`src/rtl/fir_mac_tdm.sv`:
```
// Time-multiplexed FIR equaliser: one shared MAC walks TAPS products per accepted sample,
// then presents a rounded, saturated result on a valid/ready output.
module fir_mac_tdm #(
  parameter int unsigned DATA_W    = 16,
  parameter int unsigned COEF_W    = 16,
  parameter int unsigned OUT_W     = 16,
  parameter int unsigned TAPS      = 16,
  parameter int unsigned FRAC_BITS = 14
) (
  input  logic                       clk,
  input  logic                       rst_n,
  input  logic                       coef_we,
  input  logic [$clog2(TAPS)-1:0]    coef_addr,
  input  logic signed [COEF_W-1:0]   coef_wdata,
  input  logic                       in_valid,
  output logic                       in_ready,
  input  logic signed [DATA_W-1:0]   xn,
  output logic                       out_valid,
  input  logic                       out_ready,
  output logic signed [OUT_W-1:0]    yn,
  output logic                       sat,
  output logic                       busy
);

  localparam int unsigned AW    = $clog2(TAPS);
  localparam int unsigned PW    = DATA_W + COEF_W;
  localparam int unsigned ACC_W = PW + AW;

  localparam logic [1:0] StIdle = 2'd0;
  localparam logic [1:0] StMac  = 2'd1;
  localparam logic [1:0] StOut  = 2'd2;

  localparam logic signed [ACC_W-1:0] RoundConst = ACC_W'(1) << (FRAC_BITS - 1);
  localparam logic signed [ACC_W-1:0] OutMax =
    {{(ACC_W-OUT_W+1){1'b0}}, {(OUT_W-1){1'b1}}};
  localparam logic signed [ACC_W-1:0] OutMin =
    {{(ACC_W-OUT_W+1){1'b1}}, {(OUT_W-1){1'b0}}};

  logic [1:0]               state_q, state_d;
  logic signed [DATA_W-1:0] x_q [TAPS];
  logic signed [COEF_W-1:0] c_q [TAPS];
  logic signed [ACC_W-1:0]  acc_q, acc_d;
  logic [AW-1:0]            tap_q, tap_d;
  logic signed [OUT_W-1:0]  yn_q, yn_d;
  logic                     sat_q, sat_d;

  logic                     accept, coef_wr, last_tap;
  logic signed [PW-1:0]     prod;
  logic signed [ACC_W-1:0]  acc_sum, acc_rnd, acc_shr;
  logic signed [OUT_W-1:0]  yn_new;
  logic                     sat_new;

  assign accept   = in_valid && (state_q == StIdle);
  // Coefficients only change while idle; out-of-range addresses are ignored.
  assign coef_wr  = coef_we && (state_q == StIdle) && (32'(coef_addr) < TAPS);
  assign last_tap = (tap_q == AW'(TAPS - 1));

  assign prod    = PW'(x_q[tap_q]) * PW'(c_q[tap_q]);
  assign acc_sum = acc_q + ACC_W'(prod);
  assign acc_rnd = acc_sum + RoundConst;
  assign acc_shr = acc_rnd >>> FRAC_BITS;

  always_comb begin
    yn_new  = acc_shr[OUT_W-1:0];
    sat_new = 1'b0;
    if (acc_shr > OutMax) begin
      yn_new  = OutMax[OUT_W-1:0];
      sat_new = 1'b1;
    end else if (acc_shr < OutMin) begin
      yn_new  = OutMin[OUT_W-1:0];
      sat_new = 1'b1;
    end
  end

  always_comb begin
    state_d = state_q;
    acc_d   = acc_q;
    tap_d   = tap_q;
    yn_d    = yn_q;
    sat_d   = sat_q;
    case (state_q)
      StIdle: begin
        if (accept) begin
          acc_d   = '0;
          tap_d   = '0;
          state_d = StMac;
        end
      end
      StMac: begin
        acc_d = acc_sum;
        tap_d = tap_q + AW'(1);
        if (last_tap) begin
          yn_d    = yn_new;
          sat_d   = sat_new;
          state_d = StOut;
        end
      end
      StOut: begin
        if (out_ready) state_d = StIdle;
      end
      default: state_d = StIdle;
    endcase
  end

  always_ff @(posedge clk or negedge rst_n) begin
    if (!rst_n) begin
      state_q <= StIdle;
      acc_q   <= '0;
      tap_q   <= '0;
      yn_q    <= '0;
      sat_q   <= 1'b0;
    end else begin
      state_q <= state_d;
      acc_q   <= acc_d;
      tap_q   <= tap_d;
      yn_q    <= yn_d;
      sat_q   <= sat_d;
    end
  end

  always_ff @(posedge clk or negedge rst_n) begin
    if (!rst_n) begin
      for (int k = 0; k < TAPS; k++) begin
        x_q[k] <= '0;
        c_q[k] <= '0;
      end
    end else begin
      if (accept) begin
        x_q[0] <= xn;
        for (int k = 1; k < TAPS; k++) x_q[k] <= x_q[k-1];
      end
      if (coef_wr) c_q[coef_addr] <= coef_wdata;
    end
  end

  assign in_ready  = (state_q == StIdle);
  assign out_valid = (state_q == StOut);
  assign busy      = (state_q != StIdle);
  assign yn        = yn_q;
  assign sat       = sat_q;

endmodule

```
`config.mk`:
```
export PLATFORM = sky130hd
export DESIGN_NAME = fir_mac_tdm
export DESIGN_NICKNAME = d
export VERILOG_FILES = /design/src/rtl/fir_mac_tdm.sv
export SDC_FILE = /design/constraint.sdc
export NUM_CORES = 2
export LEC_CHECK = 0
export ABC_AREA = 1
export CORE_ASPECT_RATIO = 0.7
export CORE_MARGIN = 8
export CORE_UTILIZATION = 40
export CTS_CLUSTER_DIAMETER = 150
export DETAILED_ROUTE_END_ITERATION = 6
export SYNTH_ARGS = -nofsm -noshare
export SYNTH_HDL_FRONTEND = slang
export SYNTH_SLANG_ARGS = --single-unit
```
`constraint.sdc`:
```
create_clock -name clk -period 15.95 [get_ports clk]
set_input_delay 2.3925 -clock clk [delete_from_list [all_inputs] [get_ports clk]]
set_output_delay 2.3925 -clock clk [all_outputs]
set_load 0.1 [all_outputs]
```
=== Word-level counts from Yosys, hierarchy flattened ===
Cells that the tools add are included.

* Word-level logic and storage cells: 84
* Bits in registers: 571

* Order comparisons: 5
* Multipliers: 1
* Reduce and logical (&&, ||, !) cells: 9
* Eq/ne operators: 6
* Mux-type cells: 21
* Add/subtract/negate cells: 3
* Bitwise operators: 2

{| class="wikitable"
|+ Operators with widths
! operator !! count
|-
| $bwmux W256 || 1
|-
| $bmux W16 S4 || 2
|-
| $mux W16 || 7
|-
| $pmux W36 S2 || 1
|-
| $demux W16 S4 || 1
|-
| $add A36 B15 Y36 const B || 1
|-
| $add A36 B32 Y36 || 1
|-
| $mux W36 || 1
|-
| $mul A16 B16 Y32 || 1
|-
| $gt A22 B16 Y1 const B || 1
|-
| $lt A22 B16 Y1 const B || 1
|-
| $ge A5 B5 Y1 const B || 2
|-
| $not A4 Y5 || 2
|-
| $pmux W4 S2 || 1
|-
| $mux W2 || 3
|-
| $pmux W2 S3 || 1
|-
| $lt A5 B1 Y1 const B || 1
|-
| $add A4 B1 Y4 const B || 1
|-
| $eq A4 B4 Y1 const B || 1
|-
| $mux W4 || 1
|-
| $ne A2 B1 Y1 const B || 2
|-
| $reduce_and A2 Y1 || 2
|-
| $reduce_bool A2 Y1 || 2
|-
| $logic_and A1 B1 Y1 || 3
|-
| 6 further kinds || 7
|}

=== Logic depth before layout (Yosys ltp) ===
* Depth in word-level cells: 10
* Mapped depth: 52
* Mapped depth without buffers: 46

=== Worst setup path after synthesis ===
OpenSTA, ideal clock, no wires.

* Kind: register to register
* Start: register tap_q[0]
* End: register yn_q[4] (netlist: yn[4])
* Data arrival time: 7.952 ns
* Data required time: 15.830 ns
* Slack: 7.878 ns
* Stages on the path, launching flop included: 46
* Setup time: 0.120 ns
* Period minus slack after synthesis: 8.072 ns
* Path buffers: 7
* Cell sequence: dfrtp_1 > buf_2 > buf_2 > clkbuf_1 > buf_2 > clkbuf_1 > nor2_1 > o22ai_1 > o211ai_1 > nand2_1 > clkbuf_1 > nand2_1 > fa_1 > inv_1 > fa_1 > fa_1 > inv_1 > fa_1 > [10 not listed] > and2_0 > nand2_1 > nand2_1 > nand2_1 > nand2_2 > xor2_2 > nand3_1 > nor2_1 > nand3_1 > nand2_1 > nand2_1 > inv_2 > nand2_2 > buf_6 > nand2_1 > nand2_1 > nand2_1 > nand2_1

* Cells in the longest elaborated chain, start to end: 10

{| class="wikitable"
|+ RTL lines
! what !! RTL line !! source
|-
| start, declared || 43 || <nowiki>logic [AW-1:0] tap_q, tap_d;</nowiki>
|-
| start signal, assigned || 115 || <nowiki>tap_q <= tap_d;</nowiki>
|-
| $not A4 Y5 (not written as such) || 58 || <nowiki>assign prod = PW'(x_q[tap_q]) * PW'(c_q[tap_q]);</nowiki>
|-
| $bmux W16 S4 || 58 ||
|-
| $mux W16 (not written as such) (2 in a row) || 58 ||
|-
| $mul A16 B16 Y32 || 58 ||
|-
| $add A36 B32 Y36 || 59 || <nowiki>assign acc_sum = acc_q + ACC_W'(prod);</nowiki>
|-
| $add A36 B15 Y36 || 60 || <nowiki>assign acc_rnd = acc_sum + RoundConst;</nowiki>
|-
| $lt A22 B16 Y1 || 69 || <nowiki>end else if (acc_shr < OutMin) begin</nowiki>
|-
| $mux W16 || 69 ||
|-
| $mux W16 || 66 || <nowiki>if (acc_shr > OutMax) begin</nowiki>
|-
| end signal, assigned || 116 || <nowiki>yn_q <= yn_d;</nowiki>
|-
| end, declared || 44 || <nowiki>logic signed [OUT_W-1:0] yn_q, yn_d;</nowiki>
|}

Several ways; a longest one is shown, not always the timed one. The select of a mux whose other input is x is not followed.
A chain may end at the register's enable or synchronous reset.

=== Worst setup path after layout ===
* Start: register tap_q[0]
* End: register yn_q[6] (netlist: yn[6])

Same word-level chain as after synthesis.

==> run summary <==
After technology mapping, the gate count stands at 4911. The clock period minus worst slack came out at 10700 ps. The logs give 0 for the number of setup violations in the final report and 61 for the number of placed I/O pins.

Row generation in the floorplan step produced 95 rows. The run finished with clean final reports. The height of the die works out to 277 µm.

The detailed router placed 31100 vias in this run. The library cells used most frequently in the layout, excluding fill and tap cells, are 1236 x sky130_fd_sc_hd__nand2_1, 861 x sky130_fd_sc_hd__inv_1, 795 x sky130_fd_sc_hd__o21ai_0. The slowest stage of the critical path is the sky130_fd_sc_hd__fa_1 cell.

The initial utilization of the core area, before any placement, comes to 40.4%. Setup slack on the critical path of the routed design comes to 5250 ps. The count of buffers added on input and output ports is 60.

Relative to the synthesized area, the layout overhead comes to 9.27%. Measured against its own limit, the worst slew margin works out to 27.6%. The buffer depth of the longest clock path is 3. Among the stages of the critical path, the cell type that occurs most often is sky130_fd_sc_hd__nand2_1. The run gives 14300 µm² as the combined flip-flop and latch cell area. The count of pins over their slew limit is 0, and the top cell type's share of synthesized area is 36.7%.

The first global-routing pass estimated 174 mm of wire. The number of buffers added for setup after CTS came out at 0. TritonCTS built the clock tree.

The via count of the first global-routing pass is 30500, and the via density per instance is 5.09. For this run, the number of Yosys warnings is 0. The highest cell delay on the worst timing path came out at 910 ps. The H-tree generated during clock tree synthesis spans 2 levels. In the finished design, the share of the clock period the worst path needs comes to 67.1%. For the final net count, the log shows 5262.

By area the synthesized netlist is led by sky130_fd_sc_hd__dfrtp_1 37%, sky130_fd_sc_hd__fa_1 16%, sky130_fd_sc_hd__nand2_1 12%. Post-CTS repair changed the size of 0 cells. The detailed-route wire length per cell is 17.4 µm, and the sequential-to-total area share from yosys stat is 36.7%.

The maximum number of pins on one net before global-route repair was 235. For the pin with the worst max-slew slack, the measured transition is 1080 ps. The fmax was 93.5 MHz; the area inside the core boundary was 96200 µm². The floorplan die area is 108000 µm², and the number of hold violations in the final report is 0. Global routing used 19.8% of the available tracks across all layers. For the post-synthesis net count, the log shows 5375. For the arrival time at the worst endpoint, the log shows 11250 ps. The tools report the max-cap violation count as 0.

After detailed routing, the number of remaining DRC violations is 0. The tools report the source-to-sink clock delay at the later pin of the worst-skew pair as 660 ps. Adding up every negative setup slack in the final design gives 0 ps.

The run gives 42500 µm² as the area of all placed cells without fillers. The post-synthesis register bit count is 571. The category of the critical setup timing path was reg -> reg. Along the worst path, the maximum fanout reaches 152.

The clock arrives with 52.0 ps of skew. The synthesized area is 38900 µm², and the final estimated routing congestion in global placement is 0.974. The die is 389 µm wide. The number of fillers in the final layout is 9599. The path class of the tightest hold or removal check is reg -> reg. The category of the worst setup path capture point is a register. The number of detailed-route iterations in the first pass is 6, and the wire length reported by the detailed router is 106 mm. In the final layout, the share of cells above drive strength 1 is 4.23%. The mean post-synth cell area was 7.92 µm²; the remaining number of nets flagged by the antenna check after routing was 0. The kind of cell with the highest combined delay along the critical path is adder cells. Counting distinct cell types in the post-synthesis netlist gives 40. Together, buffers and inverters on the worst path number 6. For the number of buffers created by CTS, the log shows 58. The CTS sink count came out at 571.

The tools report the count of routing violations after the opening detailed-route iteration as 2832. The run gives 0 as the sum of overflow across all layers after global routing. Summed over all nets, the half-perimeter wirelength after detailed placement is 70.3 mm.

Leading cell type in the layout, fill and taps excluded: sky130_fd_sc_hd__nand2_1. sky130_fd_sc_hd__dfrtp_1 takes more of the synthesized area than any other cell. The number of buffers added to fix hold violations after cts came out at 0. The data required time at the worst endpoint came out at 16510 ps. The multi-input combinational cells in the finished layout cover a total of 20300 µm². The CTS clock-pin slew for the worst setup and hold paths is 70 ps, and the worst slack after detailed placement is 5400 ps. Setup repair after global routing left no endpoint under its margin. The logs give 0 for the number of antenna violations at the first check in global routing and 40400 µm² for the cell area reported after detailed placement.

The root buffer cell chosen for the clock tree is sky130_fd_sc_hd__clkbuf_16. STA classifies the critical path startpoint as a register.
==> per-stage QoR <==
step | util (%) | std cells | hold slack [ps]
finish | 44.2 | 6110 | 477
global route | 44.2 | 6109 | 489
CTS | 44.2 | 6109 | 483
detailed placement | 42.0 | 5999 | 468
global placement | 42.0 | 5999 | 461
floorplan | - | 4911 | 448
==> tightest hold or removal path, delay by kind of cell, from the launching register on <==
family           cells  cell delay (ps)
flip-flops           1              330
AND/OR/NAND/NOR      2              110
==> final cells by class <==
type,instances,area share (%)
Clock buffer,85,4.11
Antenna cell,1,0.00589
Clock inverter,25,0.881
Sequential cell,571,33.7
Timing Repair Buffer,99,2.20
Tap cell,1261,3.71
Multi-Input combinational cell,3193,47.7
Inverter,875,7.76
==> final timing paths <==
| kind | cells past startpoint | slack (ps) | start | to |
|---|---|---|---|---|
| max in group asynchronous | 3 | 11840 | rst_n | c_q[162]$_DFFE_PN0P_ |
| hold / removal | 2 | 480 | yn[13]$_DFFE_PN0P_ | yn[13]$_DFFE_PN0P_ |
| setup reg to reg | 37 | 5250 | tap_q[0]$_DFFE_PN0P_ | yn[6]$_DFFE_PN0P_ |
| hold reg to reg | 2 | 480 | yn[13]$_DFFE_PN0P_ | yn[13]$_DFFE_PN0P_ |
| min in group asynchronous | 1 | 1790 | rst_n | x_q[65]$_DFFE_PN0P_ |
| setup / recovery | 37 | 5250 | tap_q[0]$_DFFE_PN0P_ | yn[6]$_DFFE_PN0P_ |
==> cells by family after synthesis <==
family                   share of synthesized area, %
AND/OR/NAND/NOR                                  17.7
buffers and inverters                            11.2
AO/OA/AOI/OAI                                    14.0
flip-flops                                       36.7
adder cells (fa/ha/maj)                          19.7
XOR/XNOR                                        0.692
==> cells in the mapped netlist <==
master / instances
sky130_fd_sc_hd__nand2_1: 1237
sky130_fd_sc_hd__inv_1: 864
sky130_fd_sc_hd__o21ai_0: 795
sky130_fd_sc_hd__dfrtp_1: 571
sky130_fd_sc_hd__fa_1: 314
sky130_fd_sc_hd__clkbuf_1: 239
sky130_fd_sc_hd__nor2_1: 218
sky130_fd_sc_hd__nand3_1: 160
sky130_fd_sc_hd__a21oi_1: 143
sky130_fd_sc_hd__ha_1: 109
sky130_fd_sc_hd__o221ai_1: 50
sky130_fd_sc_hd__nand4_1: 30
sky130_fd_sc_hd__nor2_2: 23
sky130_fd_sc_hd__buf_2: 22
sky130_fd_sc_hd__o22ai_1: 15
sky130_fd_sc_hd__o211ai_1: 14
sky130_fd_sc_hd__xor2_1: 14
sky130_fd_sc_hd__nand2_2: 13
sky130_fd_sc_hd__xnor2_1: 13
sky130_fd_sc_hd__buf_1: 9
sky130_fd_sc_hd__inv_2: 7
sky130_fd_sc_hd__nor3_1: 7
sky130_fd_sc_hd__a22o_1: 5
sky130_fd_sc_hd__and2_1: 5
sky130_fd_sc_hd__nand3b_1: 5
sky130_fd_sc_hd__clkinv_1: 4
sky130_fd_sc_hd__nand3_2: 4
sky130_fd_sc_hd__o21ai_1: 3
sky130_fd_sc_hd__buf_6: 2
sky130_fd_sc_hd__nor2_4: 2
sky130_fd_sc_hd__o21bai_1: 2
sky130_fd_sc_hd__o31ai_1: 2
sky130_fd_sc_hd__or2_2: 2
sky130_fd_sc_hd__xor2_2: 2
sky130_fd_sc_hd__a21o_1: 1
sky130_fd_sc_hd__a21oi_2: 1
sky130_fd_sc_hd__a31oi_1: 1
sky130_fd_sc_hd__a32o_1: 1
sky130_fd_sc_hd__and2_0: 1
sky130_fd_sc_hd__nand4_2: 1
==> routing by layer <==
layer  vias up  GRT usage [%]  wire length (µm)
li1      15000              -                 -
met4         0           3.93              2030
met3       118           3.39              6970
met1     15100           31.1             54100
met5         -          0.182                 0
met2       838           28.4             43000
==> flip-flops by register name, summed over array words and instances, names as in the netlist <==
signal,cells
c_q,256
x_q,256
acc_q,36
yn,16
tap_q,4
state_q,2
sat,1
Power is not shown: default switching activity piles up to over one toggle a cycle in this logic, so the estimate is an artifact.
